[src/rtl/prog_ctr_seq.sv]
// prog_ctr_seq: program counter with relative branches, call/return stack, stall and halt
module prog_ctr_seq #(
  parameter int A     = 10,
  parameter int OW    = 8,
  parameter int DEPTH = 4
) (
  input  logic                           clk,
  input  logic                           Reset_n,
  input  logic                           Stall,
  input  logic                           Halt,
  input  logic                           Jump,
  input  logic                           Branch,
  input  logic                           Call,
  input  logic                           Ret,
  input  logic [A-1:0]                   Target,
  input  logic [OW-1:0]                  Offset,
  output logic [A-1:0]                   ProgCtr,
  output logic                           Running,
  output logic                           Halted,
  output logic [$clog2(DEPTH+1)-1:0]     Depth,
  output logic                           StackOvf,
  output logic                           StackUnf
);
  localparam int DW = $clog2(DEPTH + 1);
  localparam int IW = DEPTH > 1 ? $clog2(DEPTH) : 1;
  typedef enum logic [1:0] {START, RUN, HALT} state_t;
  state_t         st, st_n;
  logic [A-1:0]   pc_n, pc_inc;
  logic [DW-1:0]  dep_n;
  logic           ovf_n, unf_n, push;
  logic [A-1:0]   stk [DEPTH];
  assign pc_inc = ProgCtr + 1'b1;
  always_comb begin
    st_n  = st;
    pc_n  = ProgCtr;
    dep_n = Depth;
    ovf_n = StackOvf;
    unf_n = StackUnf;
    push  = 1'b0;
    if (st == START) st_n = RUN;
    else if (st == RUN && !Stall) begin
      if (Halt) st_n = HALT;
      else if (Ret) begin
        if (Depth == '0) begin
          unf_n = 1'b1;
          st_n  = HALT;
        end else begin
          pc_n  = stk[IW'(Depth - 1'b1)];
          dep_n = Depth - 1'b1;
        end
      end else if (Call) begin
        if (Depth == DW'(DEPTH)) begin
          ovf_n = 1'b1;
          st_n  = HALT;
        end else begin
          push  = 1'b1;
          pc_n  = Target;
          dep_n = Depth + 1'b1;
        end
      end else if (Jump) pc_n = Target;
      else if (Branch) pc_n = ProgCtr + A'($signed(Offset));
      else pc_n = pc_inc;
    end
  end
  always_ff @(posedge clk) begin
    if (!Reset_n) begin
      st       <= START;
      ProgCtr  <= '0;
      Depth    <= '0;
      StackOvf <= 1'b0;
      StackUnf <= 1'b0;
      Running  <= 1'b0;
      Halted   <= 1'b0;
    end else begin
      st       <= st_n;
      ProgCtr  <= pc_n;
      Depth    <= dep_n;
      StackOvf <= ovf_n;
      StackUnf <= unf_n;
      Running  <= st_n == RUN;
      Halted   <= st_n == HALT;
    end
  end
  // stack contents need no reset; Depth alone marks which entries are valid
  always_ff @(posedge clk) begin
    if (Reset_n && push) stk[IW'(Depth)] <= pc_inc;
  end
endmodule

[config.mk]
export PLATFORM = sky130hd
export DESIGN_NAME = prog_ctr_seq
export DESIGN_NICKNAME = d
export VERILOG_FILES = /design/src/rtl/prog_ctr_seq.sv
export SDC_FILE = /design/constraint.sdc
export NUM_CORES = 1
export LEC_CHECK = 0
export ABC_CLOCK_PERIOD_IN_PS = 6200
export CORE_MARGIN = 3
export CORE_UTILIZATION = 45
export DETAILED_ROUTE_END_ITERATION = 12
export HOLD_SLACK_MARGIN = 0.05
export PLACE_DENSITY = 0.69
export SLEW_MARGIN = 20
export SYNTH_ARGS = -nofsm -noshare
export SYNTH_HDL_FRONTEND = slang
export SYNTH_SLANG_ARGS = --single-unit
[constraint.sdc]
create_clock -name clk -period 6.2 [get_ports clk]
set_input_delay 1.24 -clock clk [delete_from_list [all_inputs] [get_ports clk]]
set_output_delay 1.24 -clock clk [all_outputs]
set_load 0.02 [all_outputs]
Word-level counts from Yosys, hierarchy flattened. Memory sizes are Yosys's and may differ from the RTL's. Cells that the tools add are included.

Multiplexer cells: 25. Reduce and logical (&&, ||, !) cells: 10. Equality and inequality tests: 7. Bitwise operators: 3. Add/subtract/negate cells: 4.

Operators by type and width (count): $mux W10 (6); $mux W2 (7); $mux W3 (4); $reduce_and A6 Y1 (2); $add A10 B1 Y10 const B (1); $add A10 B10 Y10 (1); $reduce_and A5 Y1 (2); $mux W1 (8); $eq A2 B1 Y1 const B (2); $ne A2 B2 Y1 const B (2); $add A3 B1 Y3 const B (1); $eq A3 B3 Y1 const B (1); $logic_not A3 Y1 (1); $ne A3 B3 Y1 const B (1); $not A1 Y1 (3); $sub A3 B1 Y3 const B (1); $eq A2 B2 Y1 const B (1); $logic_and A1 B1 Y1 (2); $logic_not A2 Y1 (1); $reduce_bool A2 Y1 (1); $logic_not A1 Y1 (1).

Memory bits (writable): 40. Bits in registers: 19. Output and inout port bits: 17. Memories: 1. Logic and storage cells: 57.

Memory list: stk (depth 4, width 10, read ports 1, clocked after Yosys merged registers in 0, wr ports 1, line 31) `logic [A-1:0] stk [DEPTH];`.

Depth between registers and ports, before layout.
Depth in word-level cells: 10. Depth in mapped cells: 10. Depth with buffers taken out: 8.

Worst setup path after synthesis. OpenSTA, ideal clock, no wires.

Kind: input -> register. Start point: input port Offset[0]. End point: register ProgCtr[8]. Setup slack: 3.247 ns. Setup time: 0.132 ns. Buffers on the path: 0. Data arrival time: 2.821 ns. Stages on the path: 8. Data required time: 6.068 ns. Cells stage by stage: ha_1 -> fa_1 -> a211oi_2 -> o21ai_1 -> a31oi_1 -> xor2_1 -> o221a_1 -> a21oi_1.

Cells in the longest elaborated chain, start to end: 5.

Ends and longest elaborated chain: from (decl) (line 16) `input logic [OW-1:0] Offset,`; $add A10 B10 Y10 (line 61) `else if (Branch) pc_n = ProgCtr + A'($signed(Offset));`; $mux W10 (line 61); $mux W10 (line 60) `end else if (Jump) pc_n = Target;`; $mux W10 (line 51) `end else if (Call) begin`; $mux W10 (line 43) `else if (Ret) begin`; to (signal assigned) (line 76) `ProgCtr <= pc_n;`; to (decl) (line 17) `output logic [A-1:0] ProgCtr,`.

No other way between the ends. A chain may end at the register's enable or synchronous reset.

Worst setup path after layout.
Start point: input port Ret. End point: memory stk[3][0] (enable).

Cells in the longest elaborated chain, start to end: 7.

Ends and longest elaborated chain: from (decl) (line 14) `input logic Ret,`; $mux W1 (line 43); $mux W1 (line 42) `if (Halt) st_n = HALT;`; $mux W1 (line 41) `else if (st == RUN && !Stall) begin`; $mux W1 (line 40) `if (st == START) st_n = RUN;`; $logic_and A1 B1 Y1 (line 86) `if (Reset_n && push) stk[IW'(Depth)] <= pc_inc;`; $mux W1 (line 86); $mux W1 (not written as such) (line 86); to (decl) (line 31).

No other way between the ends.

==> out/metrics.csv <==
stage;metric;value;unit
critical_path;crit_start;Ret;
clock_tree;clock_latency;0.34;ns
clock_tree;post_cts_buffers;0;
route;drt_iter0_markers;151;
pwr;switchingPower;0.237;mW
synth;ys_seq_area_share;50.0;%
clock_tree;clock-sinks;59;
global_route;overflow;0;
clock_tree;cts_made_buffers;9;
critical_path;crit_path_end;stk[3][0]$_DFFE_PP_;
placement;place_congestion;0.895;
finish;drive_gt1_share;10.4;%
clock_tree;ctsHoldBuffers;0;
pwr;power_frac_comb;12.0;%
route;dr.pass1.iters;4;
global_route;antenna_found_initial;0;
synth;synth_flop_cell;edfxtp_1;
route;wl_per_cell;17.3;um
route;routed_via_density;5.54;
timing;setup_viol;0;
clock_tree;cts_max_level;3;
finish;fin_util;59.1;%
timing;slew_violations;0;
clock_tree;cts_max_path_buffers;2;
pwr;swShare;25.0;%
clock_tree;clk_pin_slew;0.07;ns
finish;area_growth_syn_to_layout;22.7;%
clock_tree;cts_root_buf;clkbuf_8;
placement;hpwl;5160;um
critical_path;crit_arrival;3.22;ns
critical_path;r2r.worst_path.cells;6;
finish;antenna_cells;0;
timing;skew;0.00834;ns
timing;hold_slack;0.468;ns
synth;synth_cell_type_count;55;
critical_path;r2r_end;stk[3][0]$_DFFE_PP_;
floorplan;dieArea;8070;sq um
min_path;hold_path.class;reg -> reg;
timing;relSlewSlack;47.3;%
min_path;hold_depth;2;
route;drc;0;
route;dr_total_vias;2328;
timing;finalHoldViolCount;0;
floorplan;die_h;89.8;um
placement;placedCellCount;404;
synth;syn_area;3160;sq um
pwr;intPower;0.709;mW
timing;worst-slew-pin-transition;0.790;ns
status;status;finished clean;
placement;port_buffers;42;
timing;rsz0062_at_grt;false;
synth;synth-seq-cells;59;
synth;ys_warn_count;0;
synth;synth_async_sr_flop_share;0;%
timing;finalCritPeriodShare;52.3;%
pwr;clkPwrFrac;42.2;%
synth;syn_area_per_cell;11.3;sq um
global_route;grt_max_degree;22;
floorplan;chipWidth;89.8;um
route;postRouteAntennaNets;0;
floorplan;initial_utilization;48.2;%
finish;fill_cells;560;
finish;final_cells;420;
floorplan;core_area;6570;sq um
critical_path;start_kind;input pin;
floorplan;ios;43;
timing;setup-tns-final;0;ns
critical_path;cp_data_required_time;6.18;ns
floorplan;num_rows;29;
critical_path;r2r-start;Depth[0]$_SDFFE_PN0P_;
route;drt_wl_total;7260;um
synth;syn-num-nets;321;
flow_run;drv_cap;0;
critical_path;crit_fanout;21;
clock_tree;cts_tree;yes;
placement;dpl_worst_slack;2.56;ns
critical_path;crit_path_end_kind;register;
critical_path;reg2reg_slack;3.50;ns
timing;fin_crit;3.25;ns
global_route;grt_pass1_vias;2297;
timing;setup_ws;2.95;ns
global_route;grt_pass1_wl;12100;um
synth;synth_edf_count;40;
pwr;power.leakage;1.37;nW
critical_path;crit_type;in -> reg;
clock_tree;cts_resized;0;
global_route;grt.total_usage;19.2;%
finish;nets;364;
pwr;ir_drop;0.172;mV
synth;syn_inst;279;
timing;fmax;0.308;GHz
pwr;p_seq_share;45.8;%
pwr;power_density;244;nW/um^2
-- kinds of logic (layout without fill, tap and decap cells) --
family	Yosys count	after routing	synth area share [%]
flops	59	59	50.0
fa+ha+maj	16	16	6.57
xor+xnor	13	13	3.84
buf+inv	17	65	2.22
mux	15	15	8.70
simple gates	84	84	13.1
compound gates	75	75	15.6
-- state kept, by name (all words and copies together), names as in the netlist --
name / flops
Halted: 1
StackUnf: 1
StackOvf: 1
st: 2
ProgCtr: 10
Depth: 3
stk: 40
Running: 1
-- Yosys cell counts (3+ instances only) --
cell type | count | area (sq um)
a211oi_1 | 8 | 60.1
a21oi_1 | 18 | 90.1
a31oi_1 | 4 | 25.0
and2_1 | 5 | 31.3
and3_1 | 3 | 18.8
clkbuf_1 | 8 | 30.0
dfxtp_1 | 19 | 380
edfxtp_1 | 40 | 1200
ha_1 | 15 | 188
inv_1 | 6 | 22.5
mux2i_1 | 5 | 50.1
mux4_2 | 10 | 225
nand2_1 | 19 | 71.3
nand2b_1 | 3 | 18.8
nand3_1 | 3 | 15.0
nand4_1 | 3 | 18.8
nor2_1 | 28 | 105
nor3_1 | 8 | 40.0
o211ai_1 | 7 | 52.6
o21ai_0 | 12 | 60.1
o21ai_1 | 6 | 30.0
xnor2_1 | 8 | 70.1
xor2_1 | 4 | 35.0
-- per-layer routing --
metal / share of wire, % / track usage [%] / up-vias
li1: - / - / 1146
met1: 46 / 26.1 / 1102
met2: 46 / 29.1 / 69
met3: 5.6 / 4.51 / 11
met4: 2.2 / 9.07 / 0
met5: 0 / 0 / -
-- worst max-delay path: stages --
cell             delay, ns
clkdlybuf4s50_1       0.81
nand2b_1              0.37
nor3_1                0.29
and2_1                0.50
-- power by group through the flow --
| stage | sequential, mW | combinational [mW] | clock, mW |
|---|---|---|---|
| 2_1_floorplan | 0.444 | 0.0669 | 0 |
| 3_3_place_gp | 0.442 | 0.112 | 0 |
| 3_5_place_dp | 0.442 | 0.113 | 0 |
| 4_1_cts | 0.433 | 0.114 | 0.410 |
| 5_1_grt | 0.434 | 0.126 | 0.425 |
| 6_report | 0.433 | 0.114 | 0.400 |
-- stage by stage --
| step | cell area (sq um) | power [mW] |
|---|---|---|
| after floorplan | 3160 | 0.511 |
| after global placement | 3660 | 0.554 |
| after detailed placement | 3660 | 0.555 |
| after CTS | 3880 | 0.957 |
| after global routing | 3880 | 0.985 |
| final | 3880 | 0.946 |
-- placed cells by master (no fill, tap or decap), types with 4 or more instances in the layout --
| cell type | netlist | layout |
|---|---|---|
| clkdlybuf4s50_1 | 0 | 42 |
| edfxtp_1 | 40 | 40 |
| nor2_1 | 28 | 28 |
| dfxtp_1 | 19 | 19 |
| nand2_1 | 19 | 19 |
| a21oi_1 | 18 | 18 |
| ha_1 | 15 | 15 |
| o21ai_0 | 12 | 12 |
| mux4_2 | 10 | 10 |
| clkbuf_8 | 0 | 9 |
| xnor2_1 | 8 | 8 |
| nor3_1 | 8 | 8 |
| a211oi_1 | 8 | 8 |
| o211ai_1 | 7 | 7 |
| inv_1 | 6 | 6 |
| o21ai_1 | 6 | 6 |
| and2_1 | 5 | 5 |
| mux2i_1 | 5 | 5 |
| xor2_1 | 4 | 4 |
| a31oi_1 | 4 | 4 |
-- final cells by class --
cell class | instances | area [sq um] | share of cell area [%]
Clock buffer | 9 | 124 | 3.19
Clock inverter | 7 | 98.8 | 2.55
Inverter | 6 | 22.5 | 0.580
Multi-Input combinational cell | 203 | 1510 | 38.9
Sequential cell | 59 | 1580 | 40.7
Tap cell | 93 | 116 | 3.00
Timing Repair Buffer | 43 | 428 | 11.0
-- how the worst min path moves through the flow --
| stage | start | endpoint | slack [ns] |
|---|---|---|---|
| after floorplan | st[0]$_SDFF_PN0_ | st[0]$_SDFF_PN0_ | 0.48 |
| after global placement | StackOvf$_SDFFE_PN0P_ | StackOvf$_SDFFE_PN0P_ | 0.45 |
| after detailed placement | StackOvf$_SDFFE_PN0P_ | StackOvf$_SDFFE_PN0P_ | 0.46 |
| after CTS | StackOvf$_SDFFE_PN0P_ | StackOvf$_SDFFE_PN0P_ | 0.47 |
| after global routing | StackOvf$_SDFFE_PN0P_ | StackOvf$_SDFFE_PN0P_ | 0.51 |
| final | StackOvf$_SDFFE_PN0P_ | StackOvf$_SDFFE_PN0P_ | 0.47 |
No activity file was read; power rests on OpenSTA's default activity.
